### src/rtl/univ_reg.sv
// ---------------------------------------------------------------------------
// univ_reg - parametrised universal register
//
// WIDTH-bit register that, on each rising clk edge with en high, performs
// one of eight operations selected by mode: hold, parallel load, shift
// left/right with serial input, rotate left/right, count up, count down.
// co is a registered one-cycle flag holding the bit shifted/rotated out,
// or the wrap (count up) / borrow (count down) indication.
//
// Ports
//   clk     in   1      clock, rising edge active
//   rstbar  in   1      asynchronous active-low reset (q=RESET_VAL, co=0)
//   en      in   1      operation enable; 0 holds q and co
//   mode    in   3      operation select
//   d       in   WIDTH  parallel load data
//   sin_r   in   1      serial in, enters bit 0 on shift left
//   sin_l   in   1      serial in, enters bit WIDTH-1 on shift right
//   q       out  WIDTH  register contents
//   qbar    out  WIDTH  ~q (combinational)
//   co      out  1      registered carry / serial-out flag
//   zero    out  1      q == 0 (combinational)
// ---------------------------------------------------------------------------
module univ_reg #(
    parameter int               WIDTH     = 8,
    parameter logic [WIDTH-1:0] RESET_VAL = '0
) (
    input  logic             clk,
    input  logic             rstbar,
    input  logic             en,
    input  logic [2:0]       mode,
    input  logic [WIDTH-1:0] d,
    input  logic             sin_r,
    input  logic             sin_l,
    output logic [WIDTH-1:0] q,
    output logic [WIDTH-1:0] qbar,
    output logic             co,
    output logic             zero
);

    typedef enum logic [2:0] {
        M_HOLD = 3'b000,
        M_LOAD = 3'b001,
        M_SHL  = 3'b010,
        M_SHR  = 3'b011,
        M_ROL  = 3'b100,
        M_ROR  = 3'b101,
        M_UP   = 3'b110,
        M_DN   = 3'b111
    } mode_e;

    localparam logic [WIDTH:0] ONE_EXT = {{WIDTH{1'b0}}, 1'b1};

    logic [WIDTH-1:0] q_nxt;
    logic             co_nxt;
    // One extra bit on the arithmetic result captures wrap (up) / borrow (down)
    logic [WIDTH:0]   inc_ext;
    logic [WIDTH:0]   dec_ext;

    assign inc_ext = {1'b0, q} + ONE_EXT;
    assign dec_ext = {1'b0, q} - ONE_EXT;

    always_comb begin
        q_nxt  = q;
        co_nxt = co;
        if (en) begin
            co_nxt = 1'b0;
            case (mode_e'(mode))
                M_HOLD: q_nxt = q;
                M_LOAD: q_nxt = d;
                M_SHL: begin
                    q_nxt  = {q[WIDTH-2:0], sin_r};
                    co_nxt = q[WIDTH-1];
                end
                M_SHR: begin
                    q_nxt  = {sin_l, q[WIDTH-1:1]};
                    co_nxt = q[0];
                end
                M_ROL: begin
                    q_nxt  = {q[WIDTH-2:0], q[WIDTH-1]};
                    co_nxt = q[WIDTH-1];
                end
                M_ROR: begin
                    q_nxt  = {q[0], q[WIDTH-1:1]};
                    co_nxt = q[0];
                end
                M_UP: begin
                    q_nxt  = inc_ext[WIDTH-1:0];
                    co_nxt = inc_ext[WIDTH];
                end
                M_DN: begin
                    q_nxt  = dec_ext[WIDTH-1:0];
                    co_nxt = dec_ext[WIDTH];
                end
                default: q_nxt = q;
            endcase
        end
    end

    always_ff @(posedge clk or negedge rstbar) begin
        if (!rstbar) begin
            q  <= RESET_VAL;
            co <= 1'b0;
        end else begin
            q  <= q_nxt;
            co <= co_nxt;
        end
    end

    assign qbar = ~q;
    assign zero = (q == '0);

endmodule
### config.mk
export PLATFORM = sky130hd
export DESIGN_NAME = univ_reg
export DESIGN_NICKNAME = d
export VERILOG_FILES = /design/src/rtl/univ_reg.sv
export SDC_FILE = /design/constraint.sdc
export NUM_CORES = 1
export LEC_CHECK = 0
export BUFFER_PORTS_ARGS = -buffer_cell sky130_fd_sc_hd__clkbuf_2
export CELL_PAD_IN_SITES_DETAIL_PLACEMENT = 0
export CELL_PAD_IN_SITES_GLOBAL_PLACEMENT = 1
export CORE_MARGIN = 2
export CORE_UTILIZATION = 30
export DETAILED_ROUTE_END_ITERATION = 8
export PLACE_DENSITY = 0.69
export SETUP_SLACK_MARGIN = 0.2
export SLEW_MARGIN = 20
export SYNTH_ARGS = -nofsm -noshare
export SYNTH_HDL_FRONTEND = slang
export SYNTH_SLANG_ARGS = --single-unit
### constraint.sdc
create_clock -name clk -period 5.3 [get_ports clk]
set_clock_uncertainty 0.1 [all_clocks]
set_input_delay 0.265 -clock clk [delete_from_list [all_inputs] [get_ports clk]]
set_output_delay 0.265 -clock clk [all_outputs]
set_load 0.1 [all_outputs]
After elaboration in Yosys (flattened, before gate mapping)

Index checks and enable logic that the tools add are counted.

Word-level logic and storage cells: 20
Register bits: 9

Reductions and logical operators: 5
$add $sub $neg: 2
Bitwise logic cells: 2
Multiplexer cells: 2
Eq/ne operators: 7

Operator list:

| kind                | number |
|---|---|
| $pmux 8 s7          | 1 |
| $eq 3x3->1 const B  | 4 |
| $add 8x1->9 const B | 1 |
| $sub 8x1->9 const B | 1 |
| $logic_not 8->1     | 1 |
| $not 8->8           | 1 |
| $eq 3x2->1 const B  | 2 |
| $pmux 1 s4          | 1 |
| $reduce_or 2->1     | 2 |
| $eq 3x1->1 const B  | 1 |
| $logic_not 3->1     | 1 |
| $reduce_and 2->1    | 1 |
| $not 1->1           | 1 |

Longest topological paths before layout

Word-level depth: 3
Gate-level depth with buffers: 7

Worst setup path after synthesis

No wires, ideal clock.

Kind: register -> output
Start: reg q[0]
End: out zero
Stages on the path, launching flop included: 6
Data arrival time: 4002 ps
Path buffers: 0
Slack: 933 ps
Data required time: 4935 ps
Cell sequence: dfrtp_1 > inv_1 > ha_1 > or4b_4 > or3_1 > nor2_1

Longest elaborated chain between the ends: 1

RTL lines:

| item                   | line | RTL |
|---|---|---|
| start, declared        | 34   | `output logic [WIDTH-1:0] q,` |
| start signal, assigned | 104  | `q <= q_nxt;` |
| $logic_not 8->1        | 110  | `assign zero = (q == '0);` |
| end, declared          | 37   | `output logic zero` |

Every way passes these cells.

Final worst setup path

Same ends and word-level chain as after synthesis.

==> results.md <==
- Status: finished, final reports clean
- Clock slew at reported path FFs: roughly 0.060 ns
- Compound-gate portion of the synthesized area: 30.75%
- Worst vdd ir: about 140 uV
- Skew-Pair Late Insertion Delay: between 0.2 and 0.3 ns
- Pwr Density: approximately 400 mW/mm^2
- GR Util All Layers: between 10% and 20%
- Die H: approximately 64 um
- Synth warn: 0
- Worst path cell trace: inv_1, ha_1, or4b_4, or3_1, nor2_1, clkbuf_2
- Worst Setup End Kind: output pin
- Largest net degree at the start of global routing: 34
- Crit path max-delay family: simple AND/OR/NAND/NOR gates
- Core Footprint: between 0.003 and 0.004 sq mm
- DP Area: approximately 0.0012 sq mm
- Post-CTS setup buffer count: 0
- Slowest stage cell, crit path: dfrtp_1
- Area growth syn-to-layout: 17.69%
- Most common cell after layout, fill and taps aside: clkbuf_2
- Root Driver: clkbuf_4
- Worst Path Buf+Inv: 2
- Placer Congestion: 0.8447
- DR iter-0 viols: 48
- Seq pwr share: roughly 23%
- Yosys cell types: 46
- R2r setup slk: around 2.9 ns
- HPWL Detailed: between 2000 and 2500 um
- Max incr delay on CP: about 0.50 ns
- Critical Path AT: about 2.6 ns
- Die W: between 60 and 70 um
- Total gr overflow: 0
- HP Class: input port to flip-flop
- FF+latch count, synth: 9
- Mux cell area share after synthesis: around 3.7%
- Synth Cell Area: about 0.0011 sq mm
- Commonest cells after routing, fill and taps aside: clkbuf_2, a21oi_1, nand2_1
- Crit start category: flip-flop
- Site row count: 21
- Drt first pass iters: 4
- Final setup vio count: 0
- Post-synthesis adder-cell area fraction: around 3.2%
- Setup TNS: 0 ns
- Period utilization: 55.94%
- Post-Place Setup Slack: between 2 and 3 ns
- WS Path Type: flip-flop to output pin
- Final hold vios: 0
- XOR/XNOR Fraction of Synth Area: under 10%
- CTS tree: done
- Clock Power Share: approximately 10%
- Routed wire length: 3363 um
- Port Buffers: 33
- DR WL/cell: ~15 um
- WP data required: approximately 5 ns
- Die area: slightly above 0.004 sq mm
- Least-Margin Pin Slew: 0.7028 ns
- Initial core utilization: a little under a third
- PnR worst setup slack: 2.335 ns
- Post-route ant nets: 0
- Most used DFF post-synth: dfrtp_1
- Layout cells sized above 1: between 20% and 30%
- Vias per cell: 5.482
- Post-synthesis simple-gate area fraction: 28.55%
- Reported net switching power: roughly 330 uW
- Comb power frac: ~67%
- Clock buffer depth: 2
- Seq/Total Area, Yosys: 20.81%
- CTS H-Tree Depth: 1
- First-pass GRT wire length: approximately 5800 um
- Number of CTS-inserted buffers: 3
- Ys async rst share: 100.0%
- Post-layout min period: 2.965 ns
- Pint: between 150 and 200 uW
- Antenna violations before repair: 0
- Peak Freq: approximately 340 MHz
- Worst-path fanout max: 9
- WHS: roughly 0.27 ns
- Final #Nets: 195
- Max-slew headroom: roughly 53%
- Count of final max-slew check failures: 0
- Largest family of logic cells by synthesized area: compound AO/OA/AOI/OAI gates
- Post-Syn Area per Cell: just over 7 sq um
- # Max-Cap Violations: 0
- Vias: 1217
- Fin area: roughly 0.0013 sq mm
- Post-synth EDFFs: 0
- Number of sinks on the clock net: 9
- Sw frac: about 65%
- Static Leak: between 0.0005 and 0.0006 uW
- RSZ-0062 raised after global routing: no
- N_diodes: 0
- Syn Nets: around 170
- DRC violations left: 0
- Syn Inst Count: 153
- I/O Pins: 34
- Number of global-route vias before repair: about 1200
[metal layers]
metal	GRT usage, %	vias to the layer above	routed length (um)
met4	1.630	0	16
met5	0	-	0
met2	28.52	44	1605
met3	3.873	2	163
li1	-	602	-
met1	24.84	569	1577
[logic make-up (layout without fill, tap and decap cells)]
| logic type | count (synthesis) | in the layout |
|---|---|---|
| flops | 9 | 9 |
| buf+inv | 25 | 48 |
| fa+ha+maj | 3 | 3 |
| simple gates | 56 | 56 |
| compound gates | 52 | 52 |
| xor+xnor | 4 | 4 |
| mux | 4 | 4 |
[flip-flops by register name, indices dropped and copies added, names as in the netlist]
register,flops
co,1
q,8
[power by group through the flow]
| stage | Sequential (uW) | Clock [uW] | Combinational, uW |
|---|---|---|---|
| floorplan | 194 | 0 | 204 |
| global placement | 117 | 0 | 337 |
| detailed placement | 118 | 0 | 338 |
| global route | 121 | 59.6 | 359 |
| CTS | 117 | 54.7 | 339 |
| finish | 117 | 52.1 | 338 |
[stage by stage]
step / instances / util, % / total power [uW]
2_1_floorplan: 153 / - / 398.0
3_3_place_gp: 217 / 36.51 / 454.0
3_5_place_dp: 217 / 36.51 / 455.7
4_1_cts: 222 / 37.58 / 510.8
5_1_grt: 222 / 37.58 / 540.0
6_report: 222 / 37.58 / 507.3
[cells in the mapped netlist (all sizes together) (2+ instances only)]
cell	count	area share, %
a21oi	16	7.4
nand2	13	4.5
o21ai	13	6.0
nor2	12	4.4
inv	10	3.5
clkbuf	9	3.1
dfrtp	9	21
nand3	8	3.7
buf	6	3.1
mux2i	4	3.7
nor2b	4	2.3
xnor2	4	3.2
a211oi	3	2.1
a31oi	3	1.7
nor3	3	1.4
or3	3	1.7
ha	2	2.3
nand2b	2	1.2
nand4	2	1.2
o211ai	2	1.4
o22ai	2	1.2
o311ai	2	1.6
o32ai	2	2.3
or4b	2	2.2
[tightest hold or removal path, cell delays in order]
cell	delay, ns
clkbuf_2	0.08
o22ai_1	0.09
o21ai_0	0.16
[path summary, 6_finish.rpt]
| check | endpoint | startpoint | depth (start not counted) |
|---|---|---|---|
| max in group asynchronous | co | rstbar | 2 |
| hold reg to reg | co | co | 2 |
| min in group asynchronous | q[1] | rstbar | 2 |
| setup reg to reg | q[6] | q[0] | 6 |
| hold / removal | q[0] | d[0] | 3 |
| setup / recovery | zero | q[0] | 6 |
[layout make-up]
cell class | count | area [sq um]
Timing Repair Buffer | 34 | 175.2
Clock buffer | 4 | 26.28
Inverter | 10 | 37.54
Fill cell | 370 | 2116
Multi-Input combinational cell | 119 | 752.0
Tap cell | 46 | 57.56
Sequential cell | 9 | 225.2
[what timing repair did]
action | CTS | global route
resized for setup | 0 | 0
hold buffers | 1 | 0
endpoints found under the hold margin | 9 | 0
Power figures use the tool's default switching activity.
